File: src/rtl/s208_sched_pkg.sv
// s208_sched_pkg: shared types and helpers for the s208 count scheduler.
// Sequencer state encoding, default sizing, and a one-hot decode helper.
package s208_sched_pkg;

    typedef enum logic [1:0] {
        S_IDLE,
        S_LOAD,
        S_RUN,
        S_DONE
    } state_t;

    localparam int unsigned DEF_N_REQ = 2;
    localparam int unsigned DEF_W     = 8;
    localparam int unsigned MAX_REQ   = 8;

    // One-hot decode of a requester index (wide enough for MAX_REQ)
    function automatic logic [MAX_REQ-1:0] onehot(input logic [2:0] idx);
        onehot      = '0;
        onehot[idx] = 1'b1;
    endfunction

endpackage

File: src/rtl/s208_rr_arb.sv
// s208_rr_arb: combinational round-robin pick.
// Returns the first requester at or after the pointer (wrapping) and a valid flag.
module s208_rr_arb
    import s208_sched_pkg::*;
#(
    parameter int unsigned N_REQ = DEF_N_REQ,
    parameter int unsigned PW    = $clog2(DEF_N_REQ)
) (
    input  logic [N_REQ-1:0] i_req,
    input  logic [PW-1:0]    i_ptr,
    output logic [PW-1:0]    o_win,
    output logic             o_valid
);

    logic [PW-1:0] w_idx;

    // Scan from the pointer upward, first asserted request wins
    always_comb begin
        o_win   = '0;
        o_valid = 1'b0;
        w_idx   = '0;
        for (int unsigned k = 0; k < N_REQ; k++) begin
            w_idx = PW'((32'(i_ptr) + k) % N_REQ);
            if (!o_valid && i_req[w_idx]) begin
                o_valid = 1'b1;
                o_win   = w_idx;
            end
        end
    end

endmodule

File: src/rtl/s208_count_sched.sv
// s208_count_sched: round-robin sequencer owning the shared W-bit divide counter.
// Optional abort path enabled by defining S208_SCHED_ABORT_EN.
module s208_count_sched
    import s208_sched_pkg::*;
#(
    parameter int unsigned N_REQ = DEF_N_REQ,
    parameter int unsigned W     = DEF_W
) (
    input  logic               CK,
    input  logic               RST_N,
    input  logic [N_REQ-1:0]   req,
    input  logic [N_REQ*W-1:0] tc_val,
    output logic [N_REQ-1:0]   gnt,
    output logic [N_REQ-1:0]   done,
    output logic               busy,
    output logic [W-1:0]       y,
    output logic               clear
`ifdef S208_SCHED_ABORT_EN
    ,input  logic              abort
    ,output logic              aborted
`endif
);

    localparam int unsigned PW = $clog2(N_REQ);

    state_t           r_state;
    logic [PW-1:0]    r_ptr;
    logic [N_REQ-1:0] r_gnt;
    logic [W-1:0]     r_tc;
    logic [W-1:0]     r_y;
    logic             r_busy;
    logic             r_clear;
`ifdef S208_SCHED_ABORT_EN
    logic             r_aborted;
`endif

    logic [PW-1:0]    w_win;
    logic             w_valid;

    s208_rr_arb #(
        .N_REQ (N_REQ),
        .PW    (PW)
    ) u_arb (
        .i_req   (req),
        .i_ptr   (r_ptr),
        .o_win   (w_win),
        .o_valid (w_valid)
    );

    // Sequencer: arbitration, counter control and registered outputs
    always_ff @(posedge CK or negedge RST_N) begin
        if (!RST_N) begin
            r_state   <= S_IDLE;
            r_ptr     <= '0;
            r_gnt     <= '0;
            r_tc      <= '0;
            r_y       <= '0;
            r_busy    <= 1'b0;
            r_clear   <= 1'b0;
`ifdef S208_SCHED_ABORT_EN
            r_aborted <= 1'b0;
`endif
        end else begin
            r_clear   <= 1'b0;
`ifdef S208_SCHED_ABORT_EN
            r_aborted <= 1'b0;
`endif
            case (r_state)
                S_IDLE: begin
                    if (w_valid) begin
                        r_tc    <= tc_val[32'(w_win)*W +: W];
                        r_gnt   <= N_REQ'(onehot(3'(w_win)));
                        r_ptr   <= (32'(w_win) == N_REQ - 1) ? '0 : w_win + 1'b1;
                        r_state <= S_LOAD;
                        r_busy  <= 1'b1;
                        r_clear <= 1'b1;
                    end
                end
                S_LOAD: begin
                    r_y     <= '0;
                    r_state <= S_RUN;
                end
                S_RUN: begin
                    if (r_y == r_tc) begin
                        r_state <= S_DONE;
                    end else begin
                        r_y <= r_y + 1'b1;
                    end
                end
                S_DONE: begin
                    r_gnt   <= '0;
                    r_state <= S_IDLE;
                    r_busy  <= 1'b0;
                end
                default: begin
                    r_state <= S_IDLE;
                end
            endcase
`ifdef S208_SCHED_ABORT_EN
            // abort overrides the LOAD/RUN transitions above; pointer keeps its advance
            if (abort && (r_state == S_LOAD || r_state == S_RUN)) begin
                r_y       <= '0;
                r_gnt     <= '0;
                r_state   <= S_IDLE;
                r_busy    <= 1'b0;
                r_aborted <= 1'b1;
            end
`endif
        end
    end

    assign gnt   = r_gnt;
    assign done  = (r_state == S_DONE) ? r_gnt : '0;
    assign busy  = r_busy;
    assign y     = r_y;
    assign clear = r_clear;
`ifdef S208_SCHED_ABORT_EN
    assign aborted = r_aborted;
`endif

endmodule

File: config.mk
export PLATFORM = sky130hd
export DESIGN_NAME = s208_count_sched
export DESIGN_NICKNAME = d
export VERILOG_FILES = /design/src/rtl/s208_sched_pkg.sv /design/src/rtl/s208_rr_arb.sv /design/src/rtl/s208_count_sched.sv
export SDC_FILE = /design/constraint.sdc
export NUM_CORES = 1
export LEC_CHECK = 0
export CAP_MARGIN = 40
export CELL_PAD_IN_SITES_DETAIL_PLACEMENT = 1
export CELL_PAD_IN_SITES_GLOBAL_PLACEMENT = 1
export CORE_MARGIN = 3
export CORE_UTILIZATION = 36
export CTS_BUF_LIST = sky130_fd_sc_hd__clkbuf_4 sky130_fd_sc_hd__clkbuf_8 sky130_fd_sc_hd__clkbuf_16
export DETAILED_ROUTE_END_ITERATION = 8
export PLACE_DENSITY = 0.75
export SYNTH_ARGS = -nofsm -noshare
export SYNTH_HDL_FRONTEND = slang
export SYNTH_SLANG_ARGS = --single-unit
File: constraint.sdc
create_clock -name CK -period 1.9 [get_ports CK]
set_input_delay 0.285 -clock CK [delete_from_list [all_inputs] [get_ports CK]]
set_output_delay 0.285 -clock CK [all_outputs]
set_load 0.01 [all_outputs]
# == Word level (Yosys, flattened, before mapping) ==
# Cells that the tools add are included.
# word_totals
reg_bits,23
latchBits,0
ramBits,0
rom_bits,0
input_bits,20
out_inout_bits,14
elab_cells,55
mem_count,0
# op_classes
n_addsub,3
n_mul,0
div_mod_pow,0
magnitude_cmp,4
eq_ne,7
shift,1
mux,23
bitwise_logic,0
n_reduce_logical,10
# ops
op,count
$pmux W8 S2,1
$shiftx A16 B5 Y8,1
$mux W1,13
$add A8 B1 Y8 const B,1
$eq A8 B8 Y1,1
$mux W2,4
$mux W8,1
$pmux W2 S4,1
$reduce_and A2 Y1,4
$eq A2 B2 Y1 const B,2
$lt A1 B2 Y1 const B,2
$lt A1 B4 Y1 const B,1
$ne A2 B2 Y1 const B,2
$pmux W2 S2,1
$reduce_bool A2 Y1,2
$add A1 B1 Y1 const B,2
$eq A2 B1 Y1 const B,1
$logic_and A1 B1 Y1,2
$logic_not A2 Y1,1
$ne A2 B1 Y1 const B,1
$pmux W1 S2,1
$demux W1 S1,1
$ge A1 B1 Y1 const B,1
$logic_not A1 Y1,1

# == Logic depth before layout (Yosys ltp) ==
# logic_depth
ltp_word,12
mapped_depth,6

# == Hierarchy ==
# From an unflattened synthesis, not the netlist that was laid out.
# unflattened
hier_cells,128
area_unflattened_um2,1286.2
# by_module_without_submodules
module,n_inst,cells_each,area_per_inst_um2,seq_area_each_um2
s208_count_sched,1,125,1268.7,575.6
s208_rr_arb,1,3,17.5,0.0

# == Worst setup path after synthesis ==
# Ideal clock, no wire load.
# synth_timing
path_kind,reg2reg
startpoint,register r_y[3] (netlist: y[3])
endpoint,register r_state[1]
setup_time_ps,125
arrival_ps,1475
required_ps,1775
path_slack_ps,300
path_stages_with_launch,7
period_less_slack_ps,1600
path_cell_list,dfrtp_1 > buf_6 > xnor2_2 > and4_4 > nand2_4 > a21oi_2 > mux2_4
# synth_between
elab_chain_cells,3
# synth_rtl
element,line_no,text
from (decl),s208_count_sched.sv:30,logic [W-1:0] r_y;
from (signal assigned),s208_count_sched.sv:87,r_y <= r_y + 1'b1;
$eq A8 B8 Y1,s208_count_sched.sv:84,if (r_y == r_tc) begin
$ne A2 B2 Y1 (no source line),-,
$reduce_and A2 Y1 (no source line),-,
to (signal assigned),s208_count_sched.sv:81,r_state <= S_RUN;
to (signal assigned),s208_count_sched.sv:85,r_state <= S_DONE;
to (signal assigned),s208_count_sched.sv:92,r_state <= S_IDLE;
to (decl),s208_count_sched.sv:26,state_t r_state;
# Every way passes these cells.
# A chain may end at the register's enable or synchronous reset.

# == Final worst setup path ==
# layout_timing
startpoint,register r_state[1]
endpoint,output port done[0]
# layout_between
elab_chain_cells,2
# layout_rtl
element,line_no,text
from (signal assigned),s208_count_sched.sv:53,r_state <= S_IDLE;
from (signal assigned),s208_count_sched.sv:74,r_state <= S_LOAD;
from (signal assigned),s208_count_sched.sv:81,
$eq A2 B2 Y1,s208_count_sched.sv:113,assign done = (r_state == S_DONE) ? r_gnt : '0;
$mux W2,s208_count_sched.sv:113,
to (decl),s208_count_sched.sv:14,"output logic [N_REQ-1:0] done,"
# Every way passes these cells.

==> run summary <==
For this design the static power due to leakage is 0.777 nW. After clock tree synthesis, the clock-pin slew on the worst setup and hold paths is 0.09 ns. The run gives 73.3% as the headroom to the max-slew limit. The endpoint identified for the worst register-to-register timing path is r_state[1].

Setup repair after global routing left no endpoint under its margin. The share of synthesized flip-flops with an asynchronous set or reset is 100%, and the number of slew-limit violations in the final report is 0. Detailed placement ended at an HPWL of 2.74 mm.

The delay of the slowest critical-path stage works out to 0.48 ns. In the routed design, unresolved DRC markers number 0. At the pin with the least slew margin, the transition time is 0.401 ns. The CTS H-tree depth was 1; the number of sinks handled by clock tree synthesis was 23. The number of antenna violations at the first check in global routing was 0; the max-capacitance violation count was 0. The run gives 35 as the number of library cell types mapped by synthesis. On the final layout, the worst clock skew is 0.00858 ns. The total number of placement rows is 21. The tools report the floorplan core area as 3470 sq um. The flow ran to the end, and the final reports show no timing, DRC or antenna violations. The root buffer cell chosen for the clock tree is sky130_fd_sc_hd__clkbuf_8.

STA classifies the critical path endpoint as an output pin. Buffers inserted to repair hold after CTS numbered 0. The core occupancy in the finished layout was 52.3%. From left edge to right edge, the die measures 67.0 microns. The count of cells along the worst register-to-register path is 5. The TritonCTS buffer count is 3, and the post-synthesis area per instance is 9.85 sq um. The wire length of the first global-routing pass is 6.13 mm, and the maximum fanout along the worst path is 6. The worst setup path is launched from a flip-flop. The run gives 0 as the final-report hold violation count. The effective utilization at floorplan was 38.6%; the final wirelength was 3.62 mm. Sequential cells were found to cover 43.0% of the synthesized design area. Total placed cells including tap cells: 215. The signal on the critical path passes through ha_4 -> and2_1 -> clkdlybuf4s50_1.

The run gives 1.62 ns as the data required time of the worst path. The run gives 0 as the total inserted antenna cells. Adding up every negative setup slack in the final design gives 0 ns.

The iteration-0 DRC count of the detailed router came out at 83. Global routing consumed, over all layers together, 18.1% of the routing resources. The floorplan step defined a die boundary enclosing 4490 sq um. Setup slack on the worst flop-to-flop path: 0.18 ns. Port buffering added 33 buffers. On the critical path the largest part of the delay comes from buffers and inverters.

The number of nets in the synthesized netlist is 162. The tightest min-delay check is of the in2async type. In this run the vertical extent of the chip is 67.0 microns. Total power after layout: 2.57 mW. Setup violations remaining at the end of the flow were counted as 0. Yosys mapped a number of flops with a built-in enable equal to 0.

The count of buffer and inverter cells on the critical path is 1, and the weighted congestion reported at the end of routability-driven placement is 0.846. Detailed routing inserted a total of 1193 vias. Compared with the post-synthesis result, the final layout area differs by 35.3%.

For the synthesis warning total, the log shows 0. For the via count of the first global-routing pass, the log shows 1214. In the routed layout, each cell is associated on average with a via count of 5.40.

Power density normalized to cell area: 1420 nW/um^2. The cell count after synthesis came out at 136. In this run the cell area of the synthesized design comes to 1340 sq um.

The critical register-to-register path startpoint was y[3]. After detailed routing, the average wire length per cell comes to 16.4 microns. In this run the remaining antenna-violating nets after routing total 0.

The share of the synthesized area in the top cell type works out to 43.0%. Derived from the worst setup path, the maximum achievable clock frequency is 0.553 GHz. TritonCTS built the clock tree. The total I/O pin count is 34, and the minimum clock period after layout is 1.81 ns. The layout has 421 filler cells. In the synthesized netlist the dominant register cell turns out to be sky130_fd_sc_hd__dfrtp_1. Critical setup path kind: reg2out. The first-pass iteration count of the detailed router is 5.

The cell with the biggest individual delay on the critical path is sky130_fd_sc_hd__clkdlybuf4s50_1. The final global-route overflow total came out at 0. The maximum number of pins on one net before global-route repair was 24.

The largest total area in the synthesized netlist belongs to sky130_fd_sc_hd__dfrtp_1. Data arrives at the worst endpoint at 1.52 ns. For this run, the post-layout net count is 202. No sink is reached through more buffers than the 2 on the longest clock path. Share of final-layout standard cells stronger than drive strength 1: 13.1%. The peak ir drop on the vdd network is 605 uV, and the period utilization is 95.1%. The finished layout holds 221 standard cells, fillers aside.

In this run, synthesis produced a sequential element count of 23. Clock latency on the worst-skew pair, taken at its later pin, is 0.27 ns. By area the synthesized netlist is led by sky130_fd_sc_hd__dfrtp_1 (43%), sky130_fd_sc_hd__mux2i_1 (7.5%), sky130_fd_sc_hd__o21ai_0 (6.3%).
==> registers in the layout, indices dropped and copies added (netlist names) <==
| name | cells |
|---|---|
| busy | 1 |
| r_ptr | 1 |
| y | 8 |
| r_state | 2 |
| r_tc | 8 |
| clear | 1 |
| gnt | 2 |
==> kinds of logic after synthesis <==
| logic type | after synthesis | share of synthesized area [%] |
|---|---|---|
| AO/OA/AOI/OAI | 34 | 15.4 |
| buffers and inverters | 12 | 4.30 |
| adder cells (fa/ha/maj) | 6 | 5.60 |
| XOR/XNOR | 9 | 6.44 |
| flip-flops | 23 | 43.0 |
| AND/OR/NAND/NOR | 41 | 16.7 |
| multiplexers | 11 | 8.59 |
==> report_power, final <==
part	internal [mW]	total, mW	switching (mW)
logic	0.666	1.33	0.660
clock network	0.164	0.327	0.163
registers	0.687	0.913	0.227
total	1.52	2.57	1.05
==> cell usage after synthesis, types with 2 or more instances <==
library cell / number
sky130_fd_sc_hd__a21oi_1: 2
sky130_fd_sc_hd__a31oi_1: 7
sky130_fd_sc_hd__and2_1: 3
sky130_fd_sc_hd__and4_4: 2
sky130_fd_sc_hd__clkbuf_1: 2
sky130_fd_sc_hd__dfrtp_1: 23
sky130_fd_sc_hd__ha_1: 6
sky130_fd_sc_hd__inv_1: 7
sky130_fd_sc_hd__mux2i_1: 10
sky130_fd_sc_hd__nand2_1: 14
sky130_fd_sc_hd__nand3_1: 3
sky130_fd_sc_hd__nand4_1: 5
sky130_fd_sc_hd__nor2_1: 6
sky130_fd_sc_hd__o21ai_0: 17
sky130_fd_sc_hd__o311ai_1: 2
sky130_fd_sc_hd__xnor2_1: 8
==> worst max path at each step <==
stage | to | from | cells past startpoint
finish | done[0] | r_state[1] | 3
detailed placement | r_state[1] | y[3] | 5
global placement | r_state[1] | y[3] | 5
floorplan | r_state[1] | y[3] | 6
global route | done[0] | r_state[0] | 3
CTS | done[0] | r_state[1] | 3
==> layout make-up <==
cell class                 count  area (sq um)  share of cell area (%)
clock buffer                   4          48.8                    2.69
tap                           46          57.6                    3.17
sequential                    23           578                    31.9
multi-input combinational    101           719                    39.7
inverter                       7          26.3                    1.45
timing repair buffer          40           383                    21.1
==> stage by stage <==
step | setup slack (ns) | hold WS [ns] | area (sq um)
2_1_floorplan | 0.300 | -0.0106 | 1340
3_3_place_gp | 0.246 | 0.488 | 1730
3_5_place_dp | 0.193 | 0.504 | 1730
4_1_cts | 0.0127 | 0.377 | 1800
5_1_grt | 0.00780 | 0.398 | 1810
6_report | 0.0928 | 0.364 | 1810
==> what timing repair did <==
item,in CTS,in global routing
setup endpoints to repair,2,2
pin swaps,0,0
buffers inserted,0,2
gates resized for setup,2,2
gates cloned,0,0
==> cell usage in the layout, fill, tap and decap left out, types with 2 or more instances in the layout <==
cell | netlist | routed
sky130_fd_sc_hd__o21ai_0 | 17 | 17
sky130_fd_sc_hd__clkbuf_8 | 0 | 3
sky130_fd_sc_hd__and4_4 | 2 | 2
sky130_fd_sc_hd__clkdlybuf4s50_1 | 0 | 33
sky130_fd_sc_hd__nand3_1 | 3 | 3
sky130_fd_sc_hd__mux2i_1 | 10 | 10
sky130_fd_sc_hd__nor2_1 | 6 | 6
sky130_fd_sc_hd__dfrtp_1 | 23 | 21
sky130_fd_sc_hd__buf_4 | 1 | 7
sky130_fd_sc_hd__and2_1 | 3 | 3
sky130_fd_sc_hd__nand4_1 | 5 | 5
sky130_fd_sc_hd__ha_1 | 6 | 5
sky130_fd_sc_hd__o311ai_1 | 2 | 2
sky130_fd_sc_hd__xnor2_1 | 8 | 8
sky130_fd_sc_hd__a21oi_1 | 2 | 2
sky130_fd_sc_hd__dfrtp_2 | 0 | 2
sky130_fd_sc_hd__nand2_1 | 14 | 14
sky130_fd_sc_hd__a31oi_1 | 7 | 7
sky130_fd_sc_hd__inv_1 | 7 | 7
==> routing by layer <==
metal  wire, microns  part of all wire [%]  up-vias  GRT usage [%]
met4              46                   1.3        0           4.56
li1                -                     -      561              -
met3             184                   5.1        7           4.22
met5               0                     0        -              0
met2            1760                    49       50           30.4
met1            1630                    45      575           23.0
(Power assumes the default switching activity.)
